[src/rtl/sdram_frame_sched.sv]
// Ping-pong frame-buffer burst scheduler for the SDRAM controller.
// Arbitrates camera write drains against display read refills.
module sdram_frame_sched #(
  parameter int BURST_LEN   = 8,
  parameter int FRAME_WORDS = 307200,
  parameter int OFS_W       = 19,
  parameter int FIFO_DEPTH  = 512,
  parameter int RD_LOW      = 64
) (
  input  logic             sclk,
  input  logic             rst_n,
  input  logic             init_done,
  input  logic             frame_start,
  input  logic             rd_enable,
  input  logic [9:0]       wfifo_used,
  input  logic [9:0]       rfifo_used,
  output logic             cmd_req,
  output logic             cmd_wr,
  output logic [OFS_W:0]   cmd_addr,
  input  logic             cmd_ack,
  input  logic             burst_done,
  output logic             wr_bank,
  output logic             rd_bank,
  output logic             overflow
);

  localparam logic [9:0] WR_MIN  = 10'(BURST_LEN);
  localparam logic [9:0] RD_MAX  = 10'(FIFO_DEPTH - BURST_LEN);
  localparam logic [9:0] RD_URG  = 10'(RD_LOW);
  localparam logic [9:0] OVF_LVL = 10'(FIFO_DEPTH - 1);
  localparam logic [OFS_W-1:0] BL_O = OFS_W'(BURST_LEN);
  localparam logic [OFS_W-1:0] FW_O = OFS_W'(FRAME_WORDS);

  typedef enum logic [2:0] {
    IDLE, WR_CMD, WR_WAIT, RD_CMD, RD_WAIT
  } state_t;

  state_t           state_q, state_d;
  logic [OFS_W-1:0] wr_ofs_q, wr_ofs_d;
  logic [OFS_W-1:0] rd_ofs_q, rd_ofs_d;
  logic             wr_bank_q, wr_bank_d;
  logic             rd_bank_q, rd_bank_d;
  logic             last_wr_q, last_wr_d;
  logic             pend_q, pend_d;
  logic             rd_clr_q, rd_clr_d;
  logic             ovf_q, ovf_d;
  logic             req_q, req_d;
  logic             cwr_q, cwr_d;
  logic [OFS_W:0]   addr_q, addr_d;

  logic             wr_need, rd_need, rd_urgent;
  logic             go_wr, go_rd;
  logic [OFS_W-1:0] wr_sum, rd_sum;

  assign wr_need   = wfifo_used >= WR_MIN;
  assign rd_need   = rd_enable && (rfifo_used <= RD_MAX);
  assign rd_urgent = rd_need && (rfifo_used < RD_URG);
  assign wr_sum    = wr_ofs_q + BL_O;
  assign rd_sum    = rd_ofs_q + BL_O;

  always_comb begin
    go_wr = 1'b0;
    go_rd = 1'b0;
    if (init_done) begin
      if (rd_urgent)            go_rd = 1'b1;
      else if (wr_need && rd_need) begin
        go_wr = !last_wr_q;
        go_rd = last_wr_q;
      end
      else if (wr_need)         go_wr = 1'b1;
      else if (rd_need)         go_rd = 1'b1;
    end
  end

  always_comb begin
    state_d   = state_q;
    wr_ofs_d  = wr_ofs_q;
    rd_ofs_d  = rd_ofs_q;
    wr_bank_d = wr_bank_q;
    rd_bank_d = rd_bank_q;
    last_wr_d = last_wr_q;
    pend_d    = pend_q;
    rd_clr_d  = rd_clr_q;
    req_d     = req_q;
    cwr_d     = cwr_q;
    addr_d    = addr_q;
    ovf_d     = (wfifo_used >= OVF_LVL) ? 1'b1 :
                frame_start ? 1'b0 : ovf_q;
    unique case (state_q)
      IDLE: begin
        if (frame_start) wr_ofs_d = '0;
        if (!rd_enable)  rd_ofs_d = '0;
        if (go_wr) begin
          state_d   = WR_CMD;
          last_wr_d = 1'b1;
          req_d     = 1'b1;
          cwr_d     = 1'b1;
          addr_d    = {wr_bank_q, wr_ofs_d};
        end else if (go_rd) begin
          state_d   = RD_CMD;
          last_wr_d = 1'b0;
          req_d     = 1'b1;
          cwr_d     = 1'b0;
          addr_d    = {rd_bank_q, rd_ofs_d};
        end
      end
      WR_CMD, WR_WAIT: begin
        if (frame_start) pend_d   = 1'b1;
        if (!rd_enable)  rd_ofs_d = '0;
        if (state_q == WR_CMD) begin
          if (cmd_ack) begin
            state_d = WR_WAIT;
            req_d   = 1'b0;
          end
        end else if (burst_done) begin
          // resync and frame wrap both land the pointer at 0
          wr_ofs_d = (wr_sum == FW_O || pend_q || frame_start)
                     ? '0 : wr_sum;
          if (wr_sum == FW_O) wr_bank_d = !wr_bank_q;
          pend_d  = 1'b0;
          state_d = IDLE;
        end
      end
      RD_CMD, RD_WAIT: begin
        if (frame_start) wr_ofs_d = '0;
        if (!rd_enable)  rd_clr_d = 1'b1;
        if (state_q == RD_CMD) begin
          if (cmd_ack) begin
            state_d = RD_WAIT;
            req_d   = 1'b0;
          end
        end else if (burst_done) begin
          rd_ofs_d = (rd_sum == FW_O || rd_clr_q || !rd_enable)
                     ? '0 : rd_sum;
          if (rd_sum == FW_O) rd_bank_d = !wr_bank_q;
          rd_clr_d = 1'b0;
          state_d  = IDLE;
        end
      end
      default: state_d = IDLE;
    endcase
  end

  always_ff @(posedge sclk) begin
    if (!rst_n) begin
      state_q   <= IDLE;
      wr_ofs_q  <= '0;
      rd_ofs_q  <= '0;
      wr_bank_q <= 1'b0;
      rd_bank_q <= 1'b1;
      last_wr_q <= 1'b0;
      pend_q    <= 1'b0;
      rd_clr_q  <= 1'b0;
      ovf_q     <= 1'b0;
      req_q     <= 1'b0;
      cwr_q     <= 1'b0;
      addr_q    <= '0;
    end else begin
      state_q   <= state_d;
      wr_ofs_q  <= wr_ofs_d;
      rd_ofs_q  <= rd_ofs_d;
      wr_bank_q <= wr_bank_d;
      rd_bank_q <= rd_bank_d;
      last_wr_q <= last_wr_d;
      pend_q    <= pend_d;
      rd_clr_q  <= rd_clr_d;
      ovf_q     <= ovf_d;
      req_q     <= req_d;
      cwr_q     <= cwr_d;
      addr_q    <= addr_d;
    end
  end

  assign cmd_req  = req_q;
  assign cmd_wr   = cwr_q;
  assign cmd_addr = addr_q;
  assign wr_bank  = wr_bank_q;
  assign rd_bank  = rd_bank_q;
  assign overflow = ovf_q;

endmodule

[config.mk]
export PLATFORM = sky130hd
export DESIGN_NAME = sdram_frame_sched
export DESIGN_NICKNAME = d
export VERILOG_FILES = /design/src/rtl/sdram_frame_sched.sv
export SDC_FILE = /design/constraint.sdc
export NUM_CORES = 1
export LEC_CHECK = 0
export CORE_MARGIN = 2
export CORE_UTILIZATION = 35
export CTS_CLUSTER_SIZE = 12
export DETAILED_ROUTE_END_ITERATION = 10
export PLACE_DENSITY = 0.58
export RECOVER_POWER = 100
export SYNTH_ARGS = -nofsm -noshare
export SYNTH_HDL_FRONTEND = slang
export SYNTH_SLANG_ARGS = --single-unit
export TNS_END_PERCENT = 100
[constraint.sdc]
create_clock -name sclk -period 3.98 [get_ports sclk]
set_input_delay 0.398 -clock sclk [delete_from_list [all_inputs] [get_ports sclk]]
set_output_delay 0.398 -clock sclk [all_outputs]
set_load 0.05 [all_outputs]
==> summary.md, run 1 <==
| Metric | Value |
|---|---|
| Die height | 112 um |
| # nets final | 561 |
| Final setup violation count | 0 |
| CTS H-Tree Depth | 3 |
| Share of cells above drive strength 1 | 5.59% |
| Die area | around 13000 um^2 |
| Core Rows | 39 |
| N_diodes | 0 |
| Post-cts gate resize count | 0 |
| Clock Skew | 0.00488 ns |
| Skew-Pair Late Insertion Delay | 0.34 ns |
| Actual slew at the worst max-slew pin | 1.67 ns |
| Vias in the first global route | 3714 |
| Peak VDD IR | roughly 0.00021 V |
| Asr flop ratio synth | 0% |
| CORE AREA | 11400 um^2 |
| Worst setup SP type | flip-flop |
| Synth top area share | between 30% and 40% |
| Overflow after GRT | 0 |
| All-Layer GR Usage | 18.5% |
| Seq/Total Area, Yosys | between 30% and 40% |
| Critical path endpoint category | flip-flop |
| Final Core Density | 42.9% |
| Post-CTS Setup Repair Bufs | 0 |
| Design Power | 1890 uW |
| Final period util | 89.0% |
| DRT iter0 DRCs | about 340 |
| # DRC | 0 |
| Worst min path class | flip-flop to flip-flop |
| TritonRoute pass-1 iters | 5 |
| Syn avg cell area | approximately 8.0 um^2 |
| Failing checks | max-capacitance violations, max-slew violations |
| Synthesis-to-layout area growth | 19.7% |
| Synth top area cells | dfxtp_1 (33%), o211a_1 (5.4%), o311ai_0 (4.5%) |
| Wire length of the first global-routing pass | 19000 um |
| Hold buffers post-CTS | 0 |
| Post-synth top area cell | dfxtp_1 |
| Die W | 112 um |
| Routed WL | 11500 um |
| Pre-CTS setup slack | 0.792 ns |
| Flops & latches, synth | 68 |
| Root Driver | clkbuf_16 |
| Ports | 52 |
| Final hold violations | 0 |
| Max-slew violations | 85 |
| Routed WL per cell | roughly 17 um |
| Number of synthesized flops with an enable pin | 0 |
| Detail Route Antenna Nets | 0 |
| Final Wtd Congestion | 0.887 |
| Fill cell count | 1126 |
| Gate Count Post-Synth | about 510 |
| Pin count of the biggest net entering global routing | 61 |
| Net Count, Synth | 538 |
| Initial Util | between 30% and 40% |
| Leakage | 0.00187 uW |
| Crit Path Max Fanout | 8 |
| Sequential cell area | between 1000 and 1500 um^2 |
| Total negative setup slack | 0 ns |
| Minimum clock period | around 3.5 ns |
| TritonCTS Buffers | 9 |
| TritonCTS clock tree | yes |
| Mapped cell area | 4080 um^2 |
| Via density | 5.78 |
| Final worst setup slack | about 0.44 ns |
| Initial antenna violation count | 0 |
| Worst EP arrival | 3.77 ns |
| Post-Place Cells | 664 |
| Netlist cell types | 61 |
| Max-Cap Viols | 2 |
| Fmax | 282 MHz |
| WS Path Type | flip-flop to flip-flop |
| Top_reg_cell synth | dfxtp_1 |
| Status | finished with violations |
| Pwr Density | 388 nW/um^2 |
| Final HPWL DP | 8120 um |
| Max clock buf depth | 2 |
| Multi-input gate area | 2390 um^2 |
| Worst Path Required | between 4 and 5 ns |
| Final std cells w/o fill | 680 |
| Clock-pin slew on the worst setup and hold paths | around 0.060 ns |
| RSZ-0062 raised after global routing | false |
| Max transition margin | -11.7% |
| Vias | 3929 |
| YS warnings | 0 |
| CTS Sinks | roughly 70 |
| # port buffers | 51 |
[metal layers]
| metal | wire, um | global-route usage (%) |
|---|---|---|
| met1 | 5530 | 25.9 |
| met2 | 5410 | 29.4 |
| met3 | 413 | 3.59 |
| met4 | 104 | 4.94 |
| met5 | 0 | 0 |
[worst max-delay path, stage by stage (launching register included)]
cell and delay, ns:
dfxtp_1 0.44, ha_1 0.29, nand3_1 0.22, nor2_1 0.44, and2_0 0.25, a31oi_1 0.11
nor4_1 1.06, o21ai_0 0.37, and2_0 0.26
[stage by stage]
| step | instance area [um^2] | hold WS, ns |
|---|---|---|
| 6_report | 4880 | 0.485 |
| 5_1_grt | 4880 | 0.500 |
| 4_1_cts | 4920 | 0.488 |
| 2_1_floorplan | 4080 | 0.443 |
| 3_3_place_gp | 4620 | 0.467 |
| 3_5_place_dp | 4620 | 0.474 |
[registers in the layout, summed over array words and instances, names as in the netlist, 3 cells and up]
name and count:
cmd_addr 20, wr_ofs_q 19, state_q 3, rd_ofs_q 19
[cells by family after synthesis]
kind of cell	Yosys count	synth area share [%]
buf+inv	74	7.49
compound gates	158	27.9
xor+xnor	7	1.50
flops	68	33.4
mux	4	0.983
simple gates	196	28.1
fa+ha+maj	2	0.614
[final timing paths]
kind / start / endpoint / slack [ns] / cells after the start
worst max-delay path: wr_ofs_q[3] / wr_ofs_q[2] / 0.44 / 8
worst min-delay path: wr_ofs_q[15] / wr_ofs_q[15] / 0.48 / 1
worst max register to register: wr_ofs_q[3] / wr_ofs_q[2] / 0.44 / 8
worst min register to register: wr_ofs_q[15] / wr_ofs_q[15] / 0.48 / 1
[synth_stat cells (12+ instances only)]
master	n
nor3_1	14
o311ai_0	21
nand2_1	30
nand4_1	12
nor2_1	23
o21ai_0	30
inv_1	29
dfxtp_1	68
a21oi_1	21
a31oi_1	15
and2_1	16
clkbuf_1	28
o211a_1	22
nand3_1	34
[report_power, final]
part	switching (uW)	total (uW)	internal, uW
logic	224	344	119
registers	31.1	746	715
clock network	316	804	488
[layout make-up]
type	count	area share [%]
clock buffer	9	4.62
inverter	29	2.23
clock inverter	7	1.56
tap	143	3.67
timing repair buffer	57	11.1
sequential	68	27.9
multi-input combinational	367	49.0
[cells in the final DEF, fill, tap and decap left out, types with 3 or more instances in the layout]
| cell | netlist | final |
|---|---|---|
| a21boi_0 | 9 | 9 |
| a21oi_1 | 21 | 21 |
| a22o_1 | 6 | 6 |
| a31oi_1 | 15 | 14 |
| and2_0 | 0 | 11 |
| and2_1 | 16 | 5 |
| and3_1 | 6 | 6 |
| and4_1 | 7 | 7 |
| buf_4 | 1 | 3 |
| clkbuf_1 | 28 | 3 |
| clkbuf_16 | 0 | 9 |
| clkdlybuf4s50_1 | 0 | 22 |
| dfxtp_1 | 68 | 68 |
| dlygate4sd3_1 | 0 | 28 |
| inv_1 | 29 | 29 |
| mux2i_1 | 4 | 4 |
| nand2_1 | 30 | 30 |
| nand2b_1 | 3 | 3 |
| nand3_1 | 34 | 34 |
| nand4_1 | 12 | 12 |
| nand4b_1 | 3 | 3 |
| nor2_1 | 23 | 23 |
| nor2b_1 | 11 | 11 |
| nor3_1 | 14 | 15 |
| nor4_1 | 11 | 12 |
| o211a_1 | 22 | 22 |
| o211ai_1 | 5 | 5 |
| o21a_1 | 3 | 3 |
| o21ai_0 | 30 | 30 |
| o21ai_1 | 5 | 5 |
| o22ai_1 | 4 | 4 |
| o311ai_0 | 21 | 21 |
| or2_2 | 3 | 3 |
| or3_1 | 7 | 7 |
| xnor2_1 | 7 | 7 |
(Power assumes the default switching activity.)
==> run 2, diff against run 1 <==
--- a/config.mk
+++ b/config.mk
@@ -9,7 +9,7 @@
 export CORE_UTILIZATION = 35
 export CTS_CLUSTER_SIZE = 12
 export DETAILED_ROUTE_END_ITERATION = 10
-export PLACE_DENSITY = 0.58
+export PLACE_DENSITY = 0.6
 export RECOVER_POWER = 100
 export SYNTH_ARGS = -nofsm -noshare
 export SYNTH_HDL_FRONTEND = slang
==> constraint.sdc (replaced) <==
create_clock -name sclk -period 3.05 [get_ports sclk]
set_input_delay 0.305 -clock sclk [delete_from_list [all_inputs] [get_ports sclk]]
set_output_delay 0.305 -clock sclk [all_outputs]
set_load 0.02 [all_outputs]
==> summary.md, run 2 (same netlist as run 1, synthesis figures left out) <==
| Metric | Value |
|---|---|
| Status | finished with violations (unchanged) |
| Failing checks | max-capacitance violations, max-slew violations (unchanged) |
| # DRC | 0 (unchanged) |
| Max transition margin | -8.08% (was -11.7%) |
| Post-Place Cells | 675 (was 664) |
| Peak VDD IR | 0.000287 V (was 0.000213 V) |
| N_diodes | 0 (unchanged) |
| Max-slew violations | 39 (was 85) |
| Max clock buf depth | 2 (unchanged) |
| Pin count of the biggest net entering global routing | 43 (was 61) |
| Die W | 112 um (unchanged) |
| Switching portion of total power | 27.6% (was 30.2%) |
| Overflow after GRT | 0 (unchanged) |
| All-Layer GR Usage | 20.0% (was 18.5%) |
| CORE AREA | 11400 um^2 (unchanged) |
| Leakage | 0.00195 uW (was 0.00187 uW) |
| Hold Path Sink | wr_ofs_q[16] (was wr_ofs_q[15]) |
| CTS Sinks | 68 (unchanged) |
| Vias | 4129 (was 3929) |
| Initial Util | 35.8% (unchanged) |
| Worst r2r path cells | 8 (unchanged) |
| Root Driver | clkbuf_16 (unchanged) |
| Synthesis-to-layout area growth | 23.3% (was 19.7%) |
| Crit Path Max Fanout | 8 (unchanged) |
| TritonRoute pass-1 iters | 5 (unchanged) |
| Wire length of the first global-routing pass | 20500 um (was 19000 um) |
| Routed WL | 12200 um (was 11500 um) |
| Clock-pin slew on the worst setup and hold paths | 0.06 ns (about the same) |
| Worst EP arrival | 3.10 ns (was 3.77 ns) |
| Final hold violations | 0 (unchanged) |
| Actual slew at the worst max-slew pin | 1.62 ns (was 1.67 ns) |
| Final setup violation count | 0 (unchanged) |
| Final Wtd Congestion | 0.880 (was 0.887) |
| RSZ-0062 raised after global routing | false (unchanged) |
| WS Path Type | flip-flop to flip-flop (unchanged) |
| Final std cells w/o fill | 691 (was 680) |
| Minimum clock period | 2.88 ns (was 3.54 ns) |
| Skew-Pair Late Insertion Delay | 0.34 ns (about the same) |
| Clock Skew | 0.00729 ns (was 0.00488 ns) |
| Pwr Density | 499 nW/um^2 (was 388 nW/um^2) |
| Post-CTS Setup Repair Bufs | 0 (unchanged) |
| Commonest non-fill, non-tap cell in the layout | dfxtp_1 (unchanged) |
| Worst setup SP type | flip-flop (unchanged) |
| Final HPWL DP | 8530 um (was 8120 um) |
| Hold buffers post-CTS | 0 (unchanged) |
| Share of cells above drive strength 1 | 7.48% (was 5.59%) |
| Post-cts gate resize count | 0 (unchanged) |
| Largest register FFs | 20 (unchanged) |
| Max-Cap Viols | 1 (was 2) |
| Seq pwr share | 38.8% (was 39.4%) |
| DRT iter0 DRCs | 223 (was 339) |
| Final period util | 94.6% (was 89.0%) |
| FF-to-FF End | wr_ofs_q[12] (was wr_ofs_q[2]) |
| Worst hold start | wr_ofs_q[16] (was wr_ofs_q[15]) |
| Final hold slack | 0.481 ns (was 0.485 ns) |
| Setup slack, reg-to-reg | 0.17 ns (was 0.44 ns) |
| Worst Path Required | 3.27 ns (was 4.21 ns) |
| Via density | 5.98 (was 5.78) |
| Most frequent cells in the layout | dfxtp_1 (68), nand3_1 (34), nand2_1 (30), o21ai_0 (30), inv_1 (29) (unchanged) |
| Core Rows | 39 (unchanged) |
| TritonCTS clock tree | yes (unchanged) |
| Sw Pwr | 692 uW (was 571 uW) |
| TritonCTS Buffers | 9 (unchanged) |
| Pint | 1820 uW (was 1320 uW) |
| Total negative setup slack | 0 ns (unchanged) |
| Hold path cells | 1 (unchanged) |
| Comb power frac | 15.3% (was 18.2%) |
| Die area | 12500 um^2 (unchanged) |
| Ports | 52 (unchanged) |
| Clk pwr share | 45.8% (was 42.5%) |
| Routed WL per cell | 17.6 um (was 16.8 um) |
| Initial antenna violation count | 0 (unchanged) |
| Worst reg2reg startpoint | wr_ofs_q[3] (unchanged) |
| Detail Route Antenna Nets | 0 (unchanged) |
| Die height | 112 um (unchanged) |
| Vias in the first global route | 3929 (was 3714) |
| Critical path endpoint category | flip-flop (unchanged) |
| CTS H-Tree Depth | 3 (unchanged) |
| Fmax | 347 MHz (was 282 MHz) |
| # port buffers | 51 (unchanged) |
| # nets final | 572 (was 561) |
| Worst min path class | flip-flop to flip-flop (unchanged) |
## run 2: cell count changes in the layout (fill, tap and decap cells not counted), sizes merged
cell / before / now
clkinvlp: 2 / 1
dlygate4sd3: 28 / 25
buf: 4 / 14
clkdlybuf4s50: 22 / 25
inv: 30 / 31
clkbuf: 12 / 13
clkinv: 3 / 2
bufinv: 1 / 2
## run 2: cell type report
cell class / instances / area (um^2)
Fill cell: 1129 / 6340
Multi-Input combinational cell: 367 / 2420
Sequential cell: 68 / 1360
Timing Repair Buffer: 68 / 633
Clock buffer: 9 / 225
Tap cell: 143 / 179
Inverter: 29 / 109
Clock inverter: 7 / 98.8
## run 2: worst max-delay path by stage
stage          depth (start not counted)  slack, ns      endpoint         from
2_1_floorplan                          8       0.71  wr_ofs_q[12]  wr_ofs_q[3]
3_3_place_gp                           8       0.26  wr_ofs_q[12]  wr_ofs_q[3]
3_5_place_dp                           8       0.21  wr_ofs_q[12]  wr_ofs_q[3]
4_1_cts                                8       0.19  wr_ofs_q[12]  wr_ofs_q[3]
5_1_grt                                8      0.006  wr_ofs_q[12]  wr_ofs_q[3]
6_report                               8       0.17  wr_ofs_q[12]  wr_ofs_q[3]
## run 2: metrics by stage
stage | power [uW] | util [%] | cell area (um^2) | worst slack, ns
global placement | 1390 | 41.5 | 4720 | 0.260
floorplan | 1220 | - | 4080 | 0.708
finish | 2510 | 44.2 | 5020 | 0.166
detailed placement | 1390 | 41.5 | 4720 | 0.205
global route | 2620 | 44.2 | 5020 | 0.00606
CTS | 2560 | 44.3 | 5040 | 0.189
## run 2: power groups by stage
stage / clock, uW / combinational [uW] / sequential [uW]
finish: 1150 / 384 / 975
global route: 1220 / 421 / 981
CTS: 1180 / 400 / 976
detailed placement: 0 / 399 / 995
global placement: 0 / 393 / 995
floorplan: 0 / 195 / 1020
## run 2: per-layer routing
layer  routed length (um)  track usage [%]  up-vias
met4                  178             5.51        0
met2                 5700             31.7       90
li1                     -                -     1992
met3                  554             4.19       16
met1                 5750             27.8     2031
met5                    0                0        -
## run 2: critical path, cell delays in order, from the launching register on
cell and delay (ns):
dfxtp_1 0.45, ha_1 0.29, nand3_1 0.21, nor2_1 0.41, and2_1 0.23, a31oi_1 0.14
nor4_4 0.54, nor4_1 0.13, or3_1 0.35
==> run 3, diff against run 2 <==
--- a/config.mk
+++ b/config.mk
@@ -11,6 +11,7 @@
 export DETAILED_ROUTE_END_ITERATION = 10
 export PLACE_DENSITY = 0.6
 export RECOVER_POWER = 100
+export SETUP_SLACK_MARGIN = 0.02
 export SYNTH_ARGS = -nofsm -noshare
 export SYNTH_HDL_FRONTEND = slang
 export SYNTH_SLANG_ARGS = --single-unit
==> summary.md, run 3 (same netlist as run 1, synthesis figures left out) <==
| Metric | Value |
|---|---|
| WS Path Type | flip-flop to flip-flop (unchanged) |
| Crit Path Max Fanout | 11 (was 8) |
| Worst Path Required | 3.28 ns (was 3.27 ns) |
| RSZ-0062 raised after global routing | false (unchanged) |
| Actual slew at the worst max-slew pin | 1.62 ns (about the same) |
| Multi-input gate area | 2420 um^2 (about the same) |
| Detail Route Antenna Nets | 0 (unchanged) |
| Fmax | 352 MHz (was 347 MHz) |
| Clock Skew | 0.00811 ns (was 0.00729 ns) |
| Vias in the first global route | 3929 (unchanged) |
| Pwr Density | 499 nW/um^2 (about the same) |
| Initial Util | 35.8% (unchanged) |
| Largest register FFs | 20 (unchanged) |
| Die W | 112 um (unchanged) |
| Worst setup SP type | flip-flop (unchanged) |
| Minimum clock period | 2.84 ns (was 2.88 ns) |
| Routed WL per cell | 17.6 um (about the same) |
| Commonest non-fill, non-tap cell in the layout | dfxtp_1 (unchanged) |
| Slowest-stage cell, CP | dfxtp_1 (was nor4_4) |
| Max clock buf depth | 2 (unchanged) |
| Final std cells w/o fill | 691 (unchanged) |
| Die area | 12500 um^2 (unchanged) |
| Via density | 5.96 (was 5.98) |
| TritonRoute pass-1 iters | 5 (unchanged) |
| Pin count of the biggest net entering global routing | 43 (unchanged) |
| Final HPWL DP | 8530 um (unchanged) |
| Peak VDD IR | 0.000289 V (was 0.000287 V) |
| Final Core Density | 44.2% (about the same) |
| Leakage | 0.00195 uW (about the same) |
| Overflow after GRT | 0 (unchanged) |
| Skew-Pair Late Insertion Delay | 0.34 ns (about the same) |
| Core Rows | 39 (unchanged) |
| Worst min path class | flip-flop to flip-flop (unchanged) |
| Die height | 112 um (unchanged) |
| Crit path cell chain | ha_1 -> nor2_1 -> or4b_1 -> a221oi_2 -> nand3b_1 -> o31ai_1 -> buf_4 -> nor2b_1 -> a22o_1 (was ha_1 -> nand3_1 -> nor2_1 -> and2_1 -> a31oi_1 -> nor4_4 -> nor4_1 -> or3_1) |
| # nets final | 572 (unchanged) |
| Final hold violations | 0 (unchanged) |
| Initial antenna violation count | 0 (unchanged) |
| Ports | 52 (unchanged) |
| Final Wtd Congestion | 0.880 (unchanged) |
| TritonCTS clock tree | yes (unchanged) |
| Max-Cap Viols | 1 (unchanged) |
| Vias | 4121 (was 4129) |
| Synthesis-to-layout area growth | 23.4% (was 23.3%) |
| Clock-pin slew on the worst setup and hold paths | 0.06 ns (about the same) |
| Worst EP arrival | 3.07 ns (was 3.10 ns) |
| Final setup violation count | 0 (unchanged) |
| Final period util | 93.0% (was 94.6%) |
| Failing checks | max-capacitance violations, max-slew violations (unchanged) |
| Pre-CTS setup slack | 0.205 ns (unchanged) |
| Routed WL | 12200 um (about the same) |
| CTS Sinks | 68 (unchanged) |
| Wire length of the first global-routing pass | 20500 um (unchanged) |
| Max incr delay on CP | 0.55 ns (was 0.54 ns) |
| Root Driver | clkbuf_16 (unchanged) |
| Final worst setup slack | 0.213 ns (was 0.166 ns) |
| Sequential cell area | 1360 um^2 (unchanged) |
| Max transition margin | -8.02% (was -8.08%) |
| CORE AREA | 11400 um^2 (unchanged) |
| Status | finished with violations (unchanged) |
| Max-slew violations | 39 (unchanged) |
| Share of cells above drive strength 1 | 7.66% (was 7.48%) |
| Most frequent cells in the layout | dfxtp_1 (68), nand3_1 (34), nand2_1 (30), o21ai_0 (30), inv_1 (29) (unchanged) |
| Post-CTS Setup Repair Bufs | 0 (unchanged) |
| Post-Place Cells | 675 (unchanged) |
| DRT iter0 DRCs | 223 (unchanged) |
| Critical path endpoint category | flip-flop (unchanged) |
| # port buffers | 51 (unchanged) |
| Total negative setup slack | 0 ns (unchanged) |
| Fill cell count | 1130 (was 1129) |
| # DRC | 0 (unchanged) |
| N_diodes | 0 (unchanged) |
| CTS H-Tree Depth | 3 (unchanged) |
| TritonCTS Buffers | 9 (unchanged) |
| Final hold slack | 0.480 ns (was 0.481 ns) |
| All-Layer GR Usage | 20.0% (unchanged) |
[run 3: cell count changes in the layout (fill, tap and decap cells not counted)]
cell | before | now
and2_0 | 6 | 7
and2_1 | 10 | 9
nor2_1 | 23 | 22
nor2_2 | 0 | 1
[run 3: what timing repair did]
action	4_1_cts	5_1_grt
gates resized for setup	0	1
hold buffers	0	0
endpoints found under the hold margin	0	0
setup endpoints to repair	0	1
[run 3: worst max-delay path: cells and delay by family, from the launching register on]
| kind | cells | cell delay (ns) |
|---|---|---|
| flip-flops | 1 | 0.55 |
| buffers and inverters | 1 | 0.25 |
| adder cells (fa/ha/maj) | 1 | 0.32 |
| AO/OA/AOI/OAI | 3 | 0.83 |
| AND/OR/NAND/NOR | 4 | 0.78 |
[run 3: layer usage]
| metal | global-route usage, % | vias to the layer above | share of wire, % | wire, um |
|---|---|---|---|---|
| li1 | - | 1986 | - | - |
| met1 | 27.8 | 2034 | 47 | 5740 |
| met2 | 31.7 | 87 | 47 | 5740 |
| met3 | 4.19 | 14 | 4.2 | 511 |
| met4 | 5.51 | 0 | 1.3 | 157 |
| met5 | 0 | - | 0 | 0 |
[run 3: area by class of cell]
type	instances	share of cell area, %
clock buffers	9	4.48
clock inverters	7	1.97
inverters	29	2.17
multi-input cells	367	48.2
flip-flops and latches	68	27.1
well taps	143	3.56
repair buffers	68	12.6
[run 3: final timing paths]
| kind | from | to | slack, ns | depth (start not counted) |
|---|---|---|---|---|
| setup / recovery | rd_ofs_q[4] | rd_ofs_q[11] | 0.21 | 9 |
| hold / removal | wr_ofs_q[16] | wr_ofs_q[16] | 0.48 | 1 |
| setup reg to reg | rd_ofs_q[4] | rd_ofs_q[11] | 0.21 | 9 |
| hold reg to reg | wr_ofs_q[16] | wr_ofs_q[16] | 0.48 | 1 |
[run 3: per-stage QoR]
stage | total power, uW | area (um^2)
finish | 2510 | 5030
global route | 2620 | 5030
CTS | 2560 | 5040
detailed placement | 1390 | 4720
global placement | 1390 | 4720
floorplan | 1220 | 4080
[run 3: power breakdown]
| part | switching, uW | internal (uW) |
|---|---|---|
| combinational | 220 | 164 |
| clock | 430 | 721 |
| sequential | 42.4 | 932 |
